==> config.mk <==
export PLATFORM = sky130hd
export DESIGN_NAME = pipe_ctrl
export DESIGN_NICKNAME = d
export VERILOG_FILES = /design/src/rtl/pipe_ctrl.sv
export SDC_FILE = /design/constraint.sdc
export NUM_CORES = 1
export LEC_CHECK = 0
export ABC_AREA = 1
export CAP_MARGIN = 10
export CORE_MARGIN = 5
export CORE_UTILIZATION = 48
export DETAILED_ROUTE_END_ITERATION = 10
export PLACE_DENSITY = 0.89
export SLEW_MARGIN = 0
export SYNTH_ARGS = -nofsm -noshare
export SYNTH_HDL_FRONTEND = slang
export SYNTH_SLANG_ARGS = --single-unit
export TNS_END_PERCENT = 50
==> constraint.sdc <==
create_clock -name clk -period 7.3 [get_ports clk]
set_input_delay 2.19 -clock clk [delete_from_list [all_inputs] [get_ports clk]]
set_output_delay 2.19 -clock clk [all_outputs]
set_load 0.01 [all_outputs]
==> src/rtl/pipe_ctrl.sv <==
// pipe_ctrl: pipeline control unit for the 5-stage Y86-64 pipeline.
//
// Purpose:
//   Derives the stall/bubble strobes for every pipeline register from the
//   load/use, mispredict and return hazards. A RUN/DRAIN/HALTED state machine
//   freezes the pipe once a bad status reaches W. Saturating counters record
//   hazard activity.
//
// Ports:
//   clk, reset          clock, asynchronous active-high reset
//   D_icode .. W_stat   stage information used for hazard detection
//   F_stall .. W_stall  pipeline register control strobes (combinational)
//   set_cc_en           condition-code write enable for E
//   halted, final_stat  registered freeze flag and captured W status
//   cyc_cnt .. ret_cnt  saturating event counters (CNT_W bits)
module pipe_ctrl #(
    parameter int unsigned CNT_W = 32
) (
    input  logic             clk,
    input  logic             reset,
    input  logic [3:0]       D_icode,
    input  logic [3:0]       d_srcA,
    input  logic [3:0]       d_srcB,
    input  logic [3:0]       E_icode,
    input  logic [3:0]       E_dstM,
    input  logic             e_Cnd,
    input  logic [3:0]       M_icode,
    input  logic [2:0]       m_stat,
    input  logic [2:0]       W_stat,
    output logic             F_stall,
    output logic             D_stall,
    output logic             D_bubble,
    output logic             E_bubble,
    output logic             M_bubble,
    output logic             W_stall,
    output logic             set_cc_en,
    output logic             halted,
    output logic [2:0]       final_stat,
    output logic [CNT_W-1:0] cyc_cnt,
    output logic [CNT_W-1:0] lu_cnt,
    output logic [CNT_W-1:0] mp_cnt,
    output logic [CNT_W-1:0] ret_cnt
);

    localparam logic [3:0] IOPQ    = 4'h6;
    localparam logic [3:0] IJXX    = 4'h7;
    localparam logic [3:0] IMRMOVQ = 4'h5;
    localparam logic [3:0] IRET    = 4'h9;
    localparam logic [3:0] IPOPQ   = 4'hB;
    localparam logic [3:0] RNONE   = 4'hF;
    localparam logic [2:0] SAOK    = 3'd1;

    typedef enum logic [1:0] {
        ST_RUN,
        ST_DRAIN,
        ST_HALTED
    } state_e;

    state_e           state_q, state_d;
    logic             halted_q, halted_d;
    logic [2:0]       final_stat_q, final_stat_d;
    logic [CNT_W-1:0] cyc_cnt_q, cyc_cnt_d;
    logic [CNT_W-1:0] lu_cnt_q, lu_cnt_d;
    logic [CNT_W-1:0] mp_cnt_q, mp_cnt_d;
    logic [CNT_W-1:0] ret_cnt_q, ret_cnt_d;

    logic lu, mp, ret, m_bad, w_bad, active;

    function automatic logic [CNT_W-1:0] sat_inc(input logic [CNT_W-1:0] v,
                                                 input logic en);
        logic [CNT_W-1:0] one;
        one = '0;
        one[0] = 1'b1;
        return (en && (v != '1)) ? v + one : v;
    endfunction

    always_comb begin
        lu = ((E_icode == IMRMOVQ) || (E_icode == IPOPQ)) && (E_dstM != RNONE) &&
             ((E_dstM == d_srcA) || (E_dstM == d_srcB));
        mp     = (E_icode == IJXX) && !e_Cnd;
        ret    = (D_icode == IRET) || (E_icode == IRET) || (M_icode == IRET);
        m_bad  = (m_stat != SAOK);
        w_bad  = (W_stat != SAOK);
        active = (state_q != ST_HALTED);
    end

    // Reset overrides everything so NOPs flush the pipe while it is held.
    always_comb begin
        F_stall   = 1'b0;
        D_stall   = 1'b0;
        D_bubble  = 1'b1;
        E_bubble  = 1'b1;
        M_bubble  = 1'b1;
        W_stall   = 1'b0;
        set_cc_en = 1'b0;
        if (!reset) begin
            if (state_q == ST_HALTED) begin
                F_stall = 1'b1;
                D_stall = 1'b1;
                W_stall = 1'b1;
            end else begin
                F_stall   = lu | ret;
                D_stall   = lu;
                D_bubble  = mp | (ret & ~lu);
                E_bubble  = mp | lu;
                M_bubble  = m_bad | w_bad;
                W_stall   = w_bad;
                set_cc_en = (E_icode == IOPQ) & ~m_bad & ~w_bad;
            end
        end
    end

    // Counters advance on every edge taken from RUN/DRAIN, including the
    // edge that enters HALTED.
    always_comb begin
        state_d      = state_q;
        halted_d     = halted_q;
        final_stat_d = final_stat_q;
        if (active && w_bad) begin
            state_d      = ST_HALTED;
            halted_d     = 1'b1;
            final_stat_d = W_stat;
        end else if ((state_q == ST_RUN) && m_bad) begin
            state_d = ST_DRAIN;
        end
        cyc_cnt_d = sat_inc(cyc_cnt_q, active);
        lu_cnt_d  = sat_inc(lu_cnt_q, active & lu);
        mp_cnt_d  = sat_inc(mp_cnt_q, active & mp);
        ret_cnt_d = sat_inc(ret_cnt_q, active & ret & ~lu);
    end

    always_ff @(posedge clk or posedge reset) begin
        if (reset) begin
            state_q      <= ST_RUN;
            halted_q     <= 1'b0;
            final_stat_q <= SAOK;
            cyc_cnt_q    <= '0;
            lu_cnt_q     <= '0;
            mp_cnt_q     <= '0;
            ret_cnt_q    <= '0;
        end else begin
            state_q      <= state_d;
            halted_q     <= halted_d;
            final_stat_q <= final_stat_d;
            cyc_cnt_q    <= cyc_cnt_d;
            lu_cnt_q     <= lu_cnt_d;
            mp_cnt_q     <= mp_cnt_d;
            ret_cnt_q    <= ret_cnt_d;
        end
    end

    assign halted     = halted_q;
    assign final_stat = final_stat_q;
    assign cyc_cnt    = cyc_cnt_q;
    assign lu_cnt     = lu_cnt_q;
    assign mp_cnt     = mp_cnt_q;
    assign ret_cnt    = ret_cnt_q;

endmodule

== Yosys cells after proc, flatten, opt, wreduce, memory -nomap -nowiden ==
Cells that the tools add are included.
Operators by class
  add/sub/neg operators: 4
  eq/ne operators: 18
  mux-type cells: 16
  bitwise gates (word level): 14
  reduce and logical (&&, ||, !) cells: 16
Operator list (count)
  $add A32 B1 Y32 const B: 4
  $ne A32 B32 Y1 const B: 4
  $eq A4 B4 Y1 const B: 4
  $mux W1: 14
  $eq A4 B3 Y1 const B: 3
  $logic_and A1 B1 Y1: 9
  $eq A4 B4 Y1: 2
  $and A1 B1 Y1: 7
  $ne A3 B1 Y1 const B: 2
  $logic_or A1 B1 Y1: 4
  $mux W2: 2
  $ne A4 B4 Y1 const B: 1
  $or A1 B1 Y1: 4
  $not A1 Y1: 3
  $eq A2 B2 Y1 const B: 1
  $logic_not A2 Y1: 1
  $ne A2 B2 Y1 const B: 1
  $reduce_bool A2 Y1: 1
  $logic_not A1 Y1: 1
Storage, ports and cells
  flip-flop bits (word level): 134
  bits of input ports: 33
  output and inout port bits: 139
  logic and storage cells: 75

== Logic depth before layout (Yosys ltp) ==
  depth after elaboration: 9
  depth in mapped cells: 11
  depth with buffers taken out: 10

== Worst setup path after synthesis ==
No wires, ideal clock.
  path type: input-to-output
  start: in reset
  end: out set_cc_en
  data arrival time: 5925 ps
  data required time: 5110 ps
  setup slack: -815 ps
  cell stages on the path: 3
  buffers on the path: 0
  cell sequence: inv_1 -> nand3_1 -> nor2_1
On the way
  longest elaborated chain between the ends: 1
Ends and longest elaborated chain
  start, declared: line 20  | input logic reset,
  $mux W1: line 96  | if (!reset) begin
  end, declared: line 36  | output logic set_cc_en,
Every way passes these cells.

== Worst setup path in the final report ==
  start: in E_icode[2]
  end: out E_bubble
On the way
  longest elaborated chain between the ends: 7
  elaborated cells on any way between the ends: 10
  classes of those cells: eq/ne (3); mux (2); bitwise (1); reduce/logical (4)
Ends and longest elaborated chain
  start, declared: line 24  | input logic [3:0] E_icode,
  $eq A4 B3 Y1 or $eq A4 B4 Y1 (tied branches): line 78  | lu = ((E_icode == IMRMOVQ) || (E_icode == IPOPQ)) && (E_dstM != RNONE) &&
  $logic_or A1 B1 Y1: line 78
  $logic_and A1 B1 Y1 (2 in a row): line 78
  $or A1 B1 Y1 (*): line 105  | E_bubble = mp | lu;
  $mux W1 (*): line 97  | if (state_q == ST_HALTED) begin
  $mux W1 (*): line 96
  end, declared: line 33  | output logic E_bubble,
Every way passes the cells marked *; elsewhere a longest branch is shown, timed or not.

==> run summary <==
Remaining routing DRC violations: 0. The run gives 4260 ps as the arrival time of the worst setup path. The largest incremental delay on the critical path is 550 ps, and the number of buffers on the longest clock path is 2. The run gives 50 as the cell row count. By area the synthesized netlist is led by sky130_fd_sc_hd__dfrtp_1 37%, sky130_fd_sc_hd__nand2_1 29%, sky130_fd_sc_hd__nor2_1 6.9%, sky130_fd_sc_hd__inv_1 4.3%, sky130_fd_sc_hd__xor2_1 4.1%.

The total buffers and inverters traversed by the critical path was 4; the post-layout net count was 1596. In this run the remaining antenna-violating nets after routing total 0. Static timing analysis puts the maximum clock frequency at 0.155 GHz.

For the count of clock tree sinks, the log shows 134. The logs give 172 for the number of top-level pins and 0 for the initial antenna violation count. The flow ran to the end, and the final reports show no timing, DRC or antenna violations. The share of final-layout standard cells stronger than drive strength 1 is 4.39%, and the insertion delay to the later sink of the worst-skew pair is 420 ps.

From left edge to right edge, the die measures 147 um. The global-route congestion overflow total came out at 0. The root buffer cell chosen for the clock tree is sky130_fd_sc_hd__clkbuf_16.

The post-synthesis cell type with the largest combined area is sky130_fd_sc_hd__dfrtp_1. The number of flip-flops and latches in the synthesized netlist is 134, and the final estimated routing congestion in global placement is 0.932. Grouping stages by cell kind, the critical path spends the most delay in buffers and inverters. The synthesized instance count was 1390. Yosys printed 0 warnings.

After synthesis, the share of flip-flops with an asynchronous set or reset is 100%. The number of nets handed over by synthesis was 1427. The capturing element type of the critical path is an output port. Share of the yosys chip area belonging to registers: 37.2%. The minimum clock period is 6450 ps. The initial cell density of the core was 48.5%. Power spread over the standard cell area amounts to 152 nW/um^2. The run gives 10900 um^2 as the instance area at placement. For the total of endpoints with negative setup slack in the final report, the log shows 0. Buffers inserted during clock tree synthesis total 17. Total detailed-routing wirelength: 25.6 mm. The logs give 0 for the max-cap violation count and 83 for the maximum number of pins on one net before global-route repair. The tools report the depth of the CTS H-tree as 4. Along the worst path, the maximum fanout reaches 14. For the worst setup path, the data required time is 5110 ps.

The logs give 23.7% for the global-route usage over all layers and 62.1% for the utilization after layout. The hold violation total from the final report was 0. Adding up every negative setup slack in the final design gives 0 ps. The setup check on the worst reg-to-reg path leaves a slack of 4830 ps.

The core region is 18600 um^2. The layout-stage area growth over the synthesis result works out to 28.0%. Slowest library cell on the worst path: sky130_fd_sc_hd__clkdlybuf4s50_1. Across the VDD grid, the largest voltage drop is 153 uV. Traced cell by cell, the critical path runs through clkdlybuf4s50_1 > inv_1 > nor2_1 > nand3_1 > a21oi_1 > nand2_1 > buf_4 > nand2_1 > clkdlybuf4s50_1. The share of synthesized area in the top cell type comes to 36.9%.

In this run the number of cells on the critical path is 9. Counting cells, the worst reg-to-reg path comes to 8. Leaving out fill and tap cells, the most frequent cell in the layout is sky130_fd_sc_hd__nand2_1. The final non-filler cell area is 11500 um^2, and the synthesized area is 9010 um^2. Setup repair after global routing left no endpoint under its margin. The tools report the area used by multi-input combinational logic as 5050 um^2. The final-layout fill cell count was 1631. The count of buffers added by post-CTS timing repair for setup was 0. TritonCTS built the clock tree. For the die area, the log shows 21600 um^2. Counting instances, the worst hold path has a depth of 2.

Post-place setup slack: 899 ps. The routed layout has 9361 vias. After layout, the worst path uses 88.4% of the clock period. The overall die height was 147 um. The leakage power of the design came out at 5.34 nW. Post-CTS repair changed the size of 0 cells. Via count of the first global-routing pass: 8880.

Among all flip-flop cells after synthesis, the most frequent one is sky130_fd_sc_hd__dfrtp_1. The class of the worst hold path was register to register. The clock-pin slew reported for the worst setup and hold paths after clock tree synthesis was 50 ps; the transition time at the pin with the least slew margin was 1070 ps. On the final layout, the worst hold slack is 490 ps. The count of hold-fix buffers inserted at cts is 0, and the final routed wire length divided by cell count is 14.2 um. The first TritonRoute pass finished after 5 iterations.

The synthesized area per cell is 6.48 um^2. The worst setup path is launched from an input port. The number of flops mapped to enable cells by yosys is 0. Worst-case setup margin in the final layout: 850 ps. The library cells used most frequently in the layout, excluding fill and tap cells, are 689 x sky130_fd_sc_hd__nand2_1, 171 x sky130_fd_sc_hd__clkdlybuf4s50_1, 166 x sky130_fd_sc_hd__nor2_1. In this run the tightest slew margin relative to its limit is 28.8%. In this run, the number of DRC markers left after iteration 0 of detailed routing was 826. Buffers placed on the I/O ports in this run total 171. Counting distinct cell types in the post-synthesis netlist gives 35. Once detailed placement completed, the half-perimeter wirelength came to 18.7 mm. The final number of max-transition violations is 0. The ratio of routed vias to standard cells is 5.19, and the number of diodes added for antenna fixing is 0. The critical path in this run is classified as input port to output port. Summing all flip-flop and latch instances after layout gives 3350 um^2. Between clock sinks in the finished design, the worst skew comes to 9.70 ps. The first global-routing pass estimated 42.7 mm of wire.
registers in the layout (all words and copies together) (netlist names):
register and cells:
cyc_cnt 32, final_stat 3, halted 1, lu_cnt 32, mp_cnt 32, ret_cnt 32, state_q 2
cell type report:
cell class              instances  area share [%]
clock buffers                  24            4.35
clock inverters                 7            1.23
inverters                     112            3.70
multi-input cells            1117            43.8
flip-flops and latches        134            29.1
well taps                     234            2.54
repair buffers                177            15.3
worst paths after layout:
check | startpoint | end
worst max-delay path | E_icode[2] | E_bubble
worst min-delay path | halted$_DFFE_PP0P_ | halted$_DFFE_PP0P_
worst max register to register | state_q[1]$_DFFE_PP0P_ | ret_cnt[19]$_DFFE_PP0P_
worst min register to register | halted$_DFFE_PP0P_ | halted$_DFFE_PP0P_
max in group asynchronous | reset | cyc_cnt[25]$_DFFE_PP0P_
min in group asynchronous | reset | final_stat[2]$_DFFE_PP0P_
kinds of logic after synthesis:
family,Yosys count,share of synthesized area [%]
simple gates,1017,46.8
compound gates,18,1.04
xor+xnor,77,7.48
fa+ha+maj,4,0.555
mux,1,0.125
buf+inv,139,6.75
flops,134,37.2
through the flow:
step	total power, mW	std cells
finish	1.75	1805
global route	1.80	1805
CTS	1.76	1804
detailed placement	0.821	1773
global placement	0.820	1773
floorplan	0.786	1390
cells in the mapped netlist, drive strengths merged, types with 13 or more instances:
master / number
nand2: 694
nor2: 175
dfrtp: 133
inv: 112
nand3: 65
xor2: 42
xnor2: 35
nand3b: 27
nand4: 27
buf: 24
nor3: 24
o21ai: 13
per-layer routing:
metal / part of all wire (%) / track usage, % / wire length, um / vias to the layer above
li1: - / - / - / 4631
met1: 43 / 31.0 / 11000 / 4295
met2: 47 / 39.2 / 12000 / 384
met3: 7.6 / 5.00 / 1960 / 51
met4: 2.3 / 8.11 / 595 / 0
met5: 0 / 0 / 0 / -
tightest hold or removal path, cell delays in order, from the launching register on:
cell and delay (ps):
sky130_fd_sc_hd__dfrtp_1 360, sky130_fd_sc_hd__inv_1 50, sky130_fd_sc_hd__nand2_1 50
where the power goes:
part	switching, mW	internal [mW]
Sequential	0.00144	0.745
Clock	0.329	0.616
Combinational	0.0348	0.0258
Total	0.365	1.39
Note: power is estimated with default switching activity, not from simulation.
